**config.mk**
```make
export PLATFORM = sky130hd
export DESIGN_NAME = result_wb_queue
export DESIGN_NICKNAME = d
export VERILOG_FILES = /design/src/rtl/result_wb_queue_pkg.sv /design/src/rtl/result_wb_queue.sv
export SDC_FILE = /design/constraint.sdc
export NUM_CORES = 1
export LEC_CHECK = 0
export BUFFER_PORTS_ARGS = -buffer_cell sky130_fd_sc_hd__buf_4
export CAP_MARGIN = 20
export CORE_MARGIN = 2
export CORE_UTILIZATION = 35
export CTS_BUF_LIST = sky130_fd_sc_hd__clkbuf_8
export DETAILED_ROUTE_END_ITERATION = 8
export PLACE_DENSITY = 0.53
export SYNTH_ARGS = -nofsm -noshare
export SYNTH_HDL_FRONTEND = slang
export SYNTH_SLANG_ARGS = --single-unit
```
**constraint.sdc**
```tcl
create_clock -name clk -period 4.2 [get_ports clk]
set_input_delay 0.42 -clock clk [delete_from_list [all_inputs] [get_ports clk]]
set_output_delay 0.42 -clock clk [all_outputs]
set_load 0.02 [all_outputs]
```
**src/rtl/result_wb_queue_pkg.sv**
```systemverilog
// Shared types and helpers for the integer result writeback path.
// RES_UOp/BranchProv mirror the core-wide definitions; sqn_younger is shared with other stages.
package result_wb_queue_pkg;

  localparam int unsigned SQN_W                = 8;
  localparam int unsigned TAG_W                = 7;
  localparam int unsigned DATA_W               = 32;
  localparam int unsigned FLAGS_W              = 4;
  localparam int unsigned PC_W                 = 32;
  localparam int unsigned DEFAULT_DEPTH        = 4;
  localparam int unsigned DEFAULT_STALL_MARGIN = 2;

  typedef logic [SQN_W-1:0] SqN;

  typedef struct packed {
    logic [DATA_W-1:0]  result;
    logic [TAG_W-1:0]   tagDst;
    SqN                 sqN;
    logic [FLAGS_W-1:0] flags;
    logic               doNotCommit;
    logic               valid;
  } RES_UOp;

  typedef struct packed {
    logic [PC_W-1:0] dstPC;
    SqN              sqN;
    logic            taken;
  } BranchProv;

  localparam int unsigned RES_UOP_W    = $bits(RES_UOp);
  localparam int unsigned BRANCH_PRV_W = $bits(BranchProv);

  // True when a is strictly younger than b; the signed difference tolerates sqN wrap-around.
  function automatic logic sqn_younger(input SqN a, input SqN b);
    SqN diff;
    diff = a - b;
    return $signed(diff) > $signed(SqN'(0));
  endfunction

endpackage

```
**src/rtl/result_wb_queue.sv**
```systemverilog
// In-order result buffer between an integer execution unit and the shared writeback port.
// Buffered results younger than a taken branch are invalidated in place and skipped on pop.
module result_wb_queue
  import result_wb_queue_pkg::*;
#(
  parameter int unsigned DEPTH        = DEFAULT_DEPTH,
  parameter int unsigned STALL_MARGIN = DEFAULT_STALL_MARGIN
) (
  input  logic                      clk,
  input  logic                      rst,
  input  logic [RES_UOP_W-1:0]      IN_uop,
  input  logic [BRANCH_PRV_W-1:0]   IN_branch,
  input  logic                      IN_wbReady,
  output logic [RES_UOP_W-1:0]      OUT_uop,
  output logic                      OUT_stall,
  output logic [$clog2(DEPTH):0]    OUT_count
);

  localparam int unsigned IDX_W = $clog2(DEPTH);
  localparam int unsigned PTR_W = IDX_W + 1;

  RES_UOp     inUop;
  BranchProv  br;
  RES_UOp     outUop;
  RES_UOp     outNext;
  RES_UOp     mem [DEPTH];

  logic [PTR_W-1:0] rdPtr;
  logic [PTR_W-1:0] wrPtr;
  logic [PTR_W-1:0] rdPtrNext;
  logic [PTR_W-1:0] wrPtrNext;
  logic [PTR_W-1:0] occNext;
  logic [PTR_W-1:0] countNext;
  logic [IDX_W-1:0] rdIdx;
  logic [IDX_W-1:0] wrIdx;
  logic [DEPTH-1:0] memKill;
  logic             fifoEmpty;
  logic             fifoFull;
  logic             inKill;
  logic             inOk;
  logic             outKill;
  logic             outLoadable;
  logic             doPop;
  logic             doEnq;
  logic             stallNext;
  logic             unusedDstPC;

  assign inUop       = IN_uop;
  assign br          = IN_branch;
  assign OUT_uop     = outUop;
  assign unusedDstPC = ^br.dstPC;

  function automatic logic killedBy(input BranchProv b, input SqN s);
    return b.taken && sqn_younger(s, b.sqN);
  endfunction

  // Flush detection, output-register reload and pointer/occupancy next state.
  always_comb begin
    outNext   = outUop;
    doPop     = 1'b0;
    doEnq     = 1'b0;
    rdIdx     = rdPtr[IDX_W-1:0];
    wrIdx     = wrPtr[IDX_W-1:0];
    fifoEmpty = (wrPtr == rdPtr);
    fifoFull  = (wrPtr[IDX_W-1:0] == rdPtr[IDX_W-1:0]) && (wrPtr[IDX_W] != rdPtr[IDX_W]);

    for (int i = 0; i < DEPTH; i++) begin
      memKill[i] = killedBy(br, mem[i].sqN);
    end

    inKill      = killedBy(br, inUop.sqN);
    inOk        = inUop.valid && !inKill;
    outKill     = killedBy(br, outUop.sqN);
    outLoadable = !outUop.valid || IN_wbReady || outKill;

    if (outLoadable) begin
      if (!fifoEmpty) begin
        // A hole or a freshly killed head still pops, leaving the register empty.
        doPop         = 1'b1;
        outNext       = mem[rdIdx];
        outNext.valid = mem[rdIdx].valid && !memKill[rdIdx];
      end else begin
        outNext       = inUop;
        outNext.valid = inOk;
      end
    end

    doEnq     = inOk && !fifoFull && !(fifoEmpty && outLoadable);
    rdPtrNext = rdPtr + PTR_W'(doPop);
    wrPtrNext = wrPtr + PTR_W'(doEnq);
    occNext   = wrPtrNext - rdPtrNext;
    countNext = occNext + PTR_W'(outNext.valid);
    stallNext = (DEPTH - 32'(occNext)) <= STALL_MARGIN;
  end

  always_ff @(posedge clk or negedge rst) begin
    if (!rst) begin
      rdPtr     <= '0;
      wrPtr     <= '0;
      outUop    <= '0;
      OUT_stall <= 1'b0;
      OUT_count <= '0;
      for (int i = 0; i < DEPTH; i++) begin
        mem[i] <= '0;
      end
    end else begin
      rdPtr     <= rdPtrNext;
      wrPtr     <= wrPtrNext;
      outUop    <= outNext;
      OUT_stall <= stallNext;
      OUT_count <= countNext;
      for (int i = 0; i < DEPTH; i++) begin
        if (memKill[i]) begin
          mem[i].valid <= 1'b0;
        end
      end
      if (doEnq) begin
        mem[wrIdx] <= inUop;
      end
    end
  end

  // The issue stage must honour OUT_stall; a result arriving while full would be lost.
  assert property (@(posedge clk) disable iff (!rst) !(inUop.valid && fifoFull));

endmodule
```
==> impl_metrics.yaml, run 1 <==
synth:
  ys.flop_type: "dfrtp_1"
  syn-num-nets: 1255
  yosysSeqAreaShare: 0.470
  ys.warnings.count: 0
  synthArstFlopShare: 1.00
  synth_cell_types: 66
  syn_area_mm2: 0.0146
  avgSynthCellArea_um2: 13.3
  synth-seq-cells: 275
  synthCells: 1100
  synth_edf_count: 0
global_route:
  grt_usage: 0.171
  antenna_found_initial: 0
  grt_pass1_wl_um: 58500
  grt_overflow: 0
  grt_max_degree: 110
  grt_pass1_vias: 10000
run:
  drv_cap: 0
timing:
  max_slew.worst_pin.slew_ns: 1.02
  fin_ws_ns: 0.144
  fin_crit_sh: 0.966
  final-hold-violation-count: 0
  fin_crit_ns: 4.06
  timing.fmax_ghz: 0.247
  setup_viol: 0
  max-slew-margin-rel: 0.318
  clock_skew_ns: 0.0214
  finalSetupTns_ns: 0
  slew_violations: 0
layout:
  insertedDiodeCount: 0
  area_growth_pct: 19.3
  final_cell_area_mm2: 0.0175
  nets: 1415
  drive_gt1_frac: 0.399
  layout.cells.non_filler: 1832
  layout_common_cells: "273 x dfrtp_1, 153 x buf_4, 126 x mux2_2"
  layout_commonest_cell: "dfrtp_1"
hold_path:
  hold_path_class: "primary input to register"
  holdPathStages: 2
  hp-start: "IN_uop[50]"
  min_to: "mem[209]"
critical_path:
  path_max_fanout: 3
  cp_top_family: "adder cells"
  slowest_stage: "fa_2"
  crit_path_start_kind: "register"
  r2r-end: "OUT_stall"
  critPathMaxStageDelay_ns: 0.53
  endpoint_kind: "register"
  required_ns: 4.73
  reg2reg_slack_ns: 0.14
  r2r_cells: 18
  crit_chain: "inv_1 > ha_2 > fa_2 > nand2_2 > a221oi_2 > o21ai_1 > a2111o_1 > o31ai_4 > nor2b_1 > ha_2 > ha_4 > inv_2 > fa_1 > inv_2 > ha_4 > nand3_1 > mux2_4 > a21oi_2"
  cp.arrival_ns: 4.59
  critical_path_buf_inv_count: 3
  path_class: "register to register"
  rr_startpoint: "OUT_uop[6]"
clock_network:
  cts_root_buffer: "clkbuf_8"
  cts.htree.levels: 2
  clkLatencyLatePin_ns: 0.62
  numCtsBuffers: 50
  cts_sinks: 275
  clockBufferDepth: 3
  clkTransAtPathRegs_ns: 0.06
  cts_tree: "built"
floorplanning:
  ios: 154
  die_y_um: 209
  std_cell_rows: 74
  coreArea_mm2: 0.0411
  initial_core_util: 0.356
  die_x_um: 209
  die_area_mm2: 0.0435
route:
  wire_per_inst_um: 19.8
  vias: 9505
  drt-total-wl_um: 36300
  drc_errors: 0
  postRouteAntennaNets: 0
  drtPass1Iterations: 5
  via_per_inst: 5.19
  drt_iter0_drc: 487
power:
  finalPower_mw: 15.7
  vdd_ir_drop_max_mv: 0.445
  p_per_area_mw_per_mm2: 899
  p_leak_nw: 8.20
placed_design:
  place_congestion: 0.831
  place_area_mm2: 0.0163
  dp_cells: 1737
  place_ws_ns: -0.0575
  portBuffers: 121
  dp_hpwl_um: 22900
outcome:
  status: "complete, no violations"
==> through the flow <==
step / utilization / hold slack (ns)
finish: 0.425 / 0.0601
global route: 0.425 / 0.0308
CTS: 0.423 / 0.00996
detailed placement: 0.396 / 0.471
global placement: 0.396 / 0.463
floorplan: - / 0.124
==> flip-flops by register name, indices dropped and copies added (netlist names) <==
name / cells
OUT_stall: 1
rdPtr: 3
OUT_count: 3
wrPtr: 3
mem: 212
OUT_uop: 53
==> logic make-up after synthesis <==
kind of cell             share of synthesized area
flip-flops                                   0.470
buffers and inverters                       0.0325
AO/OA/AOI/OAI                               0.0752
multiplexers                                 0.297
XOR/XNOR                                    0.0138
adder cells (fa/ha/maj)                     0.0531
AND/OR/NAND/NOR                             0.0586
==> synthesized netlist by cell type (all sizes together) (2+ instances only) <==
library cell / number / area [um2]
dfrtp: 275 / 6880
mux2: 204 / 2560
o21ai: 74 / 374
nand2: 72 / 270
mux2i: 62 / 621
mux4: 52 / 1170
ha: 51 / 638
inv: 40 / 150
buf: 31 / 243
a21oi: 25 / 125
clkbuf: 22 / 82.6
nor2: 19 / 71.3
nor2b: 16 / 100
xnor2: 13 / 114
xor2: 10 / 87.6
a211oi: 9 / 67.6
nand2b: 8 / 50.1
nand3: 8 / 65.1
fa: 7 / 140
o211ai: 7 / 52.6
o21a: 7 / 52.6
a21o: 6 / 45.0
o2111ai: 6 / 52.6
o22ai: 5 / 45.0
o31ai: 5 / 37.5
or3: 5 / 31.3
nand3b: 4 / 30.0
nand4: 4 / 40.0
nand4b: 4 / 50.1
nor3b: 4 / 30.0
or2: 4 / 25.0
or4: 4 / 30.0
a21boi: 3 / 22.5
nor4: 3 / 18.8
o221ai: 3 / 26.3
a221oi: 2 / 17.5
a31oi: 2 / 12.5
a41oi: 2 / 17.5
and2: 2 / 12.5
o211a: 2 / 20.0
o221a: 2 / 22.5
==> layer usage <==
layer	global-route usage	part of all wire	vias up
li1	-	-	4412
met2	0.271	0.46	210
met3	0.0346	0.047	56
met5	0	0	-
met1	0.237	0.47	4827
met4	0.0554	0.023	0
==> repair_timing <==
item / CTS / global route
endpoints found under the setup margin: 0 / 1
gates resized for setup: 0 / 16
setup buffers: 0 / 1
hold buffers: 1 / 0
endpoints found under the hold margin: 105 / 0
==> worst max path at each step <==
| stage | end | cells past startpoint | start |
|---|---|---|---|
| after floorplan | OUT_stall | 19 | IN_uop[6] |
| final | OUT_stall | 18 | OUT_uop[6] |
| after CTS | OUT_stall | 18 | OUT_uop[6] |
| after detailed placement | OUT_stall | 20 | IN_uop[6] |
| after global placement | OUT_stall | 20 | IN_uop[6] |
| after global routing | OUT_stall | 18 | OUT_uop[6] |
==> layout make-up <==
type	instances	area, um2
timing repair buffer	161	1290
clock inverter	27	209
clock buffer	65	895
multi-input combinational	732	7380
fill	3919	23600
inverter	40	150
tap	532	666
sequential	275	6890
==> where the power goes <==
part	switching (mW)	leakage [nW]	internal, mW	total, mW
Combinational	3.73	4.30	4.33	8.06
Sequential	0.794	3.30	4.07	4.87
Clock	1.19	0.606	1.58	2.77
Total	5.72	8.20	9.98	15.7
No activity file was read; power rests on OpenSTA's default activity.
==> inputs of run 2 (changes only) <==
Settings changed: RECOVER_POWER from default to 25.
==> run 2 against run 1 <==
- the run now ends with capacitance limit, slew limit left
- flip-flop and latch count stayed put
- die area stayed put
- sequential power hardly changed
- critical path depth unchanged
- largest cell class unchanged
- via count barely moved
- highest routed layer unchanged
- power is essentially flat
==> impl_metrics.yaml, run 2 (synthesized netlist as in run 1, its figures left out) <==
clock_network:
  clkTransAtPathRegs_ns: 0.06
  numCtsBuffers: 50
  cts_sinks: 275
  cts_tree: "built"
  clockBufferDepth: 3
  cts.htree.levels: 2
  clkLatencyLatePin_ns: 0.62
  cts_root_buffer: "clkbuf_8"
layout:
  layout_commonest_cell: "dfrtp_1"
  final_cell_area_mm2: 0.0175
  layout_common_cells: "273 x dfrtp_1, 151 x buf_4, 126 x mux2_2"
  top_register: "mem"
  largest_reg_flops: 212
  fill_cells: 3919
  insertedDiodeCount: 0
  layout.cells.non_filler: 1832
  drive_gt1_frac: 0.399
  fin_util: 0.425
  area_growth_pct: 19.2
  nets: 1415
route:
  drt-total-wl_um: 36300
  drc_errors: 0
  via_per_inst: 5.19
  drtPass1Iterations: 5
  wl_met3_um: 1720
  wire_per_inst_um: 19.8
  wl_met2_um: 16700
  drt_iter0_drc: 481
  drt-met1-wl_um: 17100
  vias: 9509
  postRouteAntennaNets: 0
  top_layer: "met4"
power:
  power.internal_mw: 9.98
  p_per_area_mw_per_mm2: 899
  p_leak_nw: 8.19
  seqPwrFrac: 0.310
  power.switching_mw: 5.72
  vdd_ir_drop_max_mv: 0.446
  pwr-share-clk: 0.176
  pwr-share-comb: 0.514
  p_sw_frac: 0.364
critical_path:
  cp_top_family: "adder cells"
  required_ns: 4.73
  rr_startpoint: "OUT_uop[6]"
  critical_path_buf_inv_count: 3
  slowest_stage: "fa_2"
  cp.arrival_ns: 4.59
  crit_path_start_kind: "register"
  critPathMaxStageDelay_ns: 0.53
  path_class: "register to register"
  crit_chain: "inv_1 > ha_2 > fa_2 > nand2_2 > a221oi_2 > o21ai_1 > a2111o_1 > o31ai_4 > nor2b_1 > ha_2 > ha_4 > inv_2 > fa_1 > inv_2 > ha_4 > nand3_1 > mux2_4 > a21oi_2"
  path_max_fanout: 3
  crit_start: "OUT_uop[6]"
  endpoint_kind: "register"
floorplanning:
  die_x_um: 209
  initial_core_util: 0.356
  ios: 154
  coreArea_mm2: 0.0411
  die_area_mm2: 0.0435
  die_y_um: 209
  std_cell_rows: 74
timing:
  fin_crit_sh: 0.966
  max-slew-margin-rel: -0.935
  timing.hold.ws_ns: 0.0618
  timing.fmax_ghz: 0.246
  setup_viol: 0
  clock_skew_ns: 0.0224
  final-hold-violation-count: 0
  fin_crit_ns: 4.06
  slew_violations: 109
  max_slew.worst_pin.slew_ns: 2.90
placed_design:
  portBuffers: 121
  place_area_mm2: 0.0163
  place_congestion: 0.831
  dp_cells: 1737
  dp_hpwl_um: 22900
hold_path:
  hold_path_class: "primary input to register"
  hp-start: "IN_uop[50]"
outcome:
  status: "complete, but fails checks"
  violations: "capacitance limit, slew limit"
global_route:
  antenna_found_initial: 0
  grt_usage: 0.171
  grt_overflow: 0
  grt_pass1_vias: 10000
  grt_max_degree: 110
  grt_pass1_wl_um: 58500
run:
  drv_cap: 1
## run 2: changes by cell type in the layout (fill, tap and decap cells not counted)
cell and delta:
buf_4 -2, clkbuf_2 +3, buf_8 -1
## run 2: worst register-to-register path, stage by stage (launching register included)
cell      delay, ns
dfrtp_1        0.38
inv_1          0.06
ha_2           0.18
fa_2           0.53
nand2_2        0.05
a221oi_2       0.19
o21ai_1        0.10
a2111o_1       0.47
o31ai_4        0.26
nor2b_1        0.09
ha_2           0.35
ha_4           0.13
inv_2          0.03
fa_1           0.49
inv_2          0.10
ha_4           0.13
nand3_1        0.07
mux2_4         0.27
a21oi_2        0.09
## run 2: path summary, 6_finish.rpt
path	endpoint	slack (ns)	depth (start not counted)
setup / recovery	OUT_stall	0.14	18
hold / removal	mem[209]	0.06	2
setup reg to reg	OUT_stall	0.14	18
hold reg to reg	OUT_uop[37]	0.48	2
max in group asynchronous	rdPtr[0]	0.84	2
min in group asynchronous	mem[207]	1.24	2
## run 2: through the flow
step | setup TNS, ns | power [mW] | setup slack (ns)
2_1_floorplan | 0 | 10.5 | 0.0113
3_3_place_gp | -0.0670 | 12.6 | -0.0670
3_5_place_dp | -0.0575 | 12.7 | -0.0575
4_1_cts | 0 | 15.6 | 0.100
5_1_grt | -0.000880 | 16.9 | -0.000880
6_report | 0 | 15.7 | 0.141
## run 2: final cells by class
cell class,instances,area (um2),share of cell area
flip-flops and latches,275,6890,0.394
multi-input cells,732,7380,0.422
repair buffers,161,1280,0.0732
inverters,40,150,0.00860
well taps,532,666,0.0381
clock inverters,27,209,0.0120
clock buffers,65,895,0.0512
## run 2: per-layer routing
metal  vias to the layer above  GRT usage
met1                      4832      0.237
met4                         0     0.0554
met5                         -          0
met2                       210      0.271
li1                       4411          -
met3                        56     0.0346
## run 2: timing repair
item                                   CTS  global route
hold buffers                             1             0
setup buffers                            0             1
setup endpoints to repair                0             1
endpoints found under the hold margin  105             0
gates resized for setup                  0            16
## run 2: power groups by stage
stage | combinational, mW | sequential (mW) | clock (mW)
6_report | 8.06 | 4.87 | 2.77
5_1_grt | 8.86 | 5.05 | 3.01
4_1_cts | 7.84 | 4.88 | 2.88
3_5_place_dp | 7.81 | 4.92 | 0
3_3_place_gp | 7.70 | 4.88 | 0
2_1_floorplan | 5.52 | 4.97 | 0
==> inputs of run 3 (changes only) <==
Clock period 4.2 ns to 3.6 ns, I/O delays scaled along.
==> run 3 against run 2 <==
- the flow finishes with violations (capacitance limit, slew limit, setup timing)
- die area stayed put
- highest routed layer unchanged
- flip-flop and latch count stayed put
- fmax is 5.6% higher
- hold slack worse by 0.020 ns
- critical path type unchanged
- via count is 0.42% higher
- first-iteration DRC count is 0.62% higher
- critical endpoint unchanged
- non-clock buffer count is 51 higher
==> impl_metrics.yaml, run 3 (synthesized netlist as in run 1, its figures left out) <==
outcome:
  status: "complete, but fails checks"
  violations: "capacitance limit, slew limit, setup timing"
layout:
  insertedDiodeCount: 0
  fin_util: 0.433
  drive_gt1_frac: 0.415
  largest_reg_flops: 212
  nets: 1466
  layout_commonest_cell: "dfrtp_1"
  area_growth_pct: 21.6
  layout_common_cells: "272 x dfrtp_1, 193 x buf_4, 127 x mux2_2"
  top_register: "mem"
floorplanning:
  initial_core_util: 0.356
  die_area_mm2: 0.0435
  ios: 154
  die_y_um: 209
  coreArea_mm2: 0.0411
  die_x_um: 209
  std_cell_rows: 74
critical_path:
  endpoint_kind: "register"
  r2r-end: "OUT_stall"
  required_ns: 4.10
  rr_startpoint: "OUT_uop[6]"
  cp.arrival_ns: 4.34
  reg2reg_slack_ns: -0.24
  path_max_fanout: 2
  path_class: "register to register"
  r2r_cells: 18
  crit_path_start_kind: "register"
global_route:
  antenna_found_initial: 0
  grt_pass1_vias: 10000
  grt_pass1_wl_um: 58700
  grt_overflow: 0
  grt_max_degree: 106
  grt_usage: 0.172
run:
  drv_cap: 1
clock_network:
  clockBufferDepth: 3
  cts_root_buffer: "clkbuf_8"
  clkTransAtPathRegs_ns: 0.06
  numCtsBuffers: 50
  clkLatencyLatePin_ns: 0.58
  cts_tree: "built"
  cts.htree.levels: 2
  cts_sinks: 275
placed_design:
  portBuffers: 121
  dp_hpwl_um: 23500
  place_congestion: 0.899
timing:
  rsz0062_at_grt: "yes"
  max-slew-margin-rel: -0.689
  fin_crit_ns: 3.84
  setup_viol: 2
  final-hold-violation-count: 0
  timing.fmax_ghz: 0.260
  clock_skew_ns: 0.0205
  fin_ws_ns: -0.243
  max_slew.worst_pin.slew_ns: 2.53
  fin_crit_sh: 1.07
  slew_violations: 97
route:
  drt_iter0_drc: 484
  drtPass1Iterations: 5
  via_per_inst: 5.09
  vias: 9549
  drc_errors: 0
  wire_per_inst_um: 19.3
  postRouteAntennaNets: 0
  drt-total-wl_um: 36300
hold_path:
  holdPathStages: 2
  hp-start: "IN_uop[49]"
  min_to: "mem[208]"
  hold_path_class: "primary input to register"
power:
  finalPower_mw: 18.3
  p_per_area_mw_per_mm2: 1030
  vdd_ir_drop_max_mv: 0.597
  p_leak_nw: 8.43
[run 3: worst max path at each step]
stage	startpoint	end	slack, ns	cells after the start
2_1_floorplan	IN_uop[6]	OUT_stall	-0.46	18
3_3_place_gp	IN_branch[1]	OUT_stall	-0.54	19
3_5_place_dp	IN_branch[1]	OUT_stall	-0.57	19
4_1_cts	OUT_uop[6]	OUT_stall	-0.28	18
5_1_grt	OUT_uop[6]	OUT_stall	-0.42	18
6_report	OUT_uop[6]	OUT_stall	-0.24	18
[run 3: what timing repair did]
item / 4_1_cts / 5_1_grt
resized for setup: 14 / 1
gates cloned: 0 / 0
setup endpoints to repair: 4 / 3
hold buffers: 6 / 0
pin swaps: 2 / 1
setup buffers: 3 / 1
endpoints found under the hold margin: 96 / 0
[run 3: final cells by class]
class / count / area (um2)
tap: 532 / 666
sequential: 275 / 6890
clock buffer: 59 / 812
clock inverter: 26 / 211
inverter: 40 / 150
timing repair buffer: 212 / 1690
multi-input combinational: 732 / 7390
fill: 3820 / 23300
[run 3: through the flow]
stage | setup WS [ns] | hold slack (ns) | area, um2 | cells | setup TNS [ns]
6_report | -0.243 | 0.0420 | 17800 | 1876 | -0.275
5_1_grt | -0.421 | 0.00717 | 17800 | 1876 | -27.71
4_1_cts | -0.278 | 0.00156 | 17900 | 1877 | -0.483
3_5_place_dp | -0.568 | 0.471 | 16700 | 1783 | -3.71
3_3_place_gp | -0.543 | 0.463 | 16700 | 1783 | -2.59
2_1_floorplan | -0.463 | 0.0644 | 14700 | 1100 | -0.791
[run 3: per-layer routing]
layer / track usage / vias to the layer above / wire (um)
li1: - / 4490 / -
met1: 0.242 / 4818 / 17200
met2: 0.271 / 182 / 16700
met3: 0.0340 / 59 / 1550
met4: 0.0443 / 0 / 739
met5: 0 / - / 0
[run 3: power by group]
part / internal (mW) / total (mW) / switching [mW]
sequential: 4.76 / 5.65 / 0.893
combinational: 5.15 / 9.55 / 4.40
clock: 1.76 / 3.06 / 1.30
[run 3: critical path, stage by stage (launching register included)]
cell and delay, ns:
dfrtp_2 0.37, inv_2 0.04, ha_4 0.15, fa_2 0.52, nand2_2 0.06, a221oi_2 0.19, o21ai_1 0.10, a2111o_1 0.37
o31ai_4 0.20, nor2b_1 0.07, ha_1 0.30, ha_2 0.18, inv_2 0.04, fa_1 0.47, inv_1 0.09, ha_1 0.16
nand3_1 0.07, mux2_2 0.27, a21oi_2 0.11
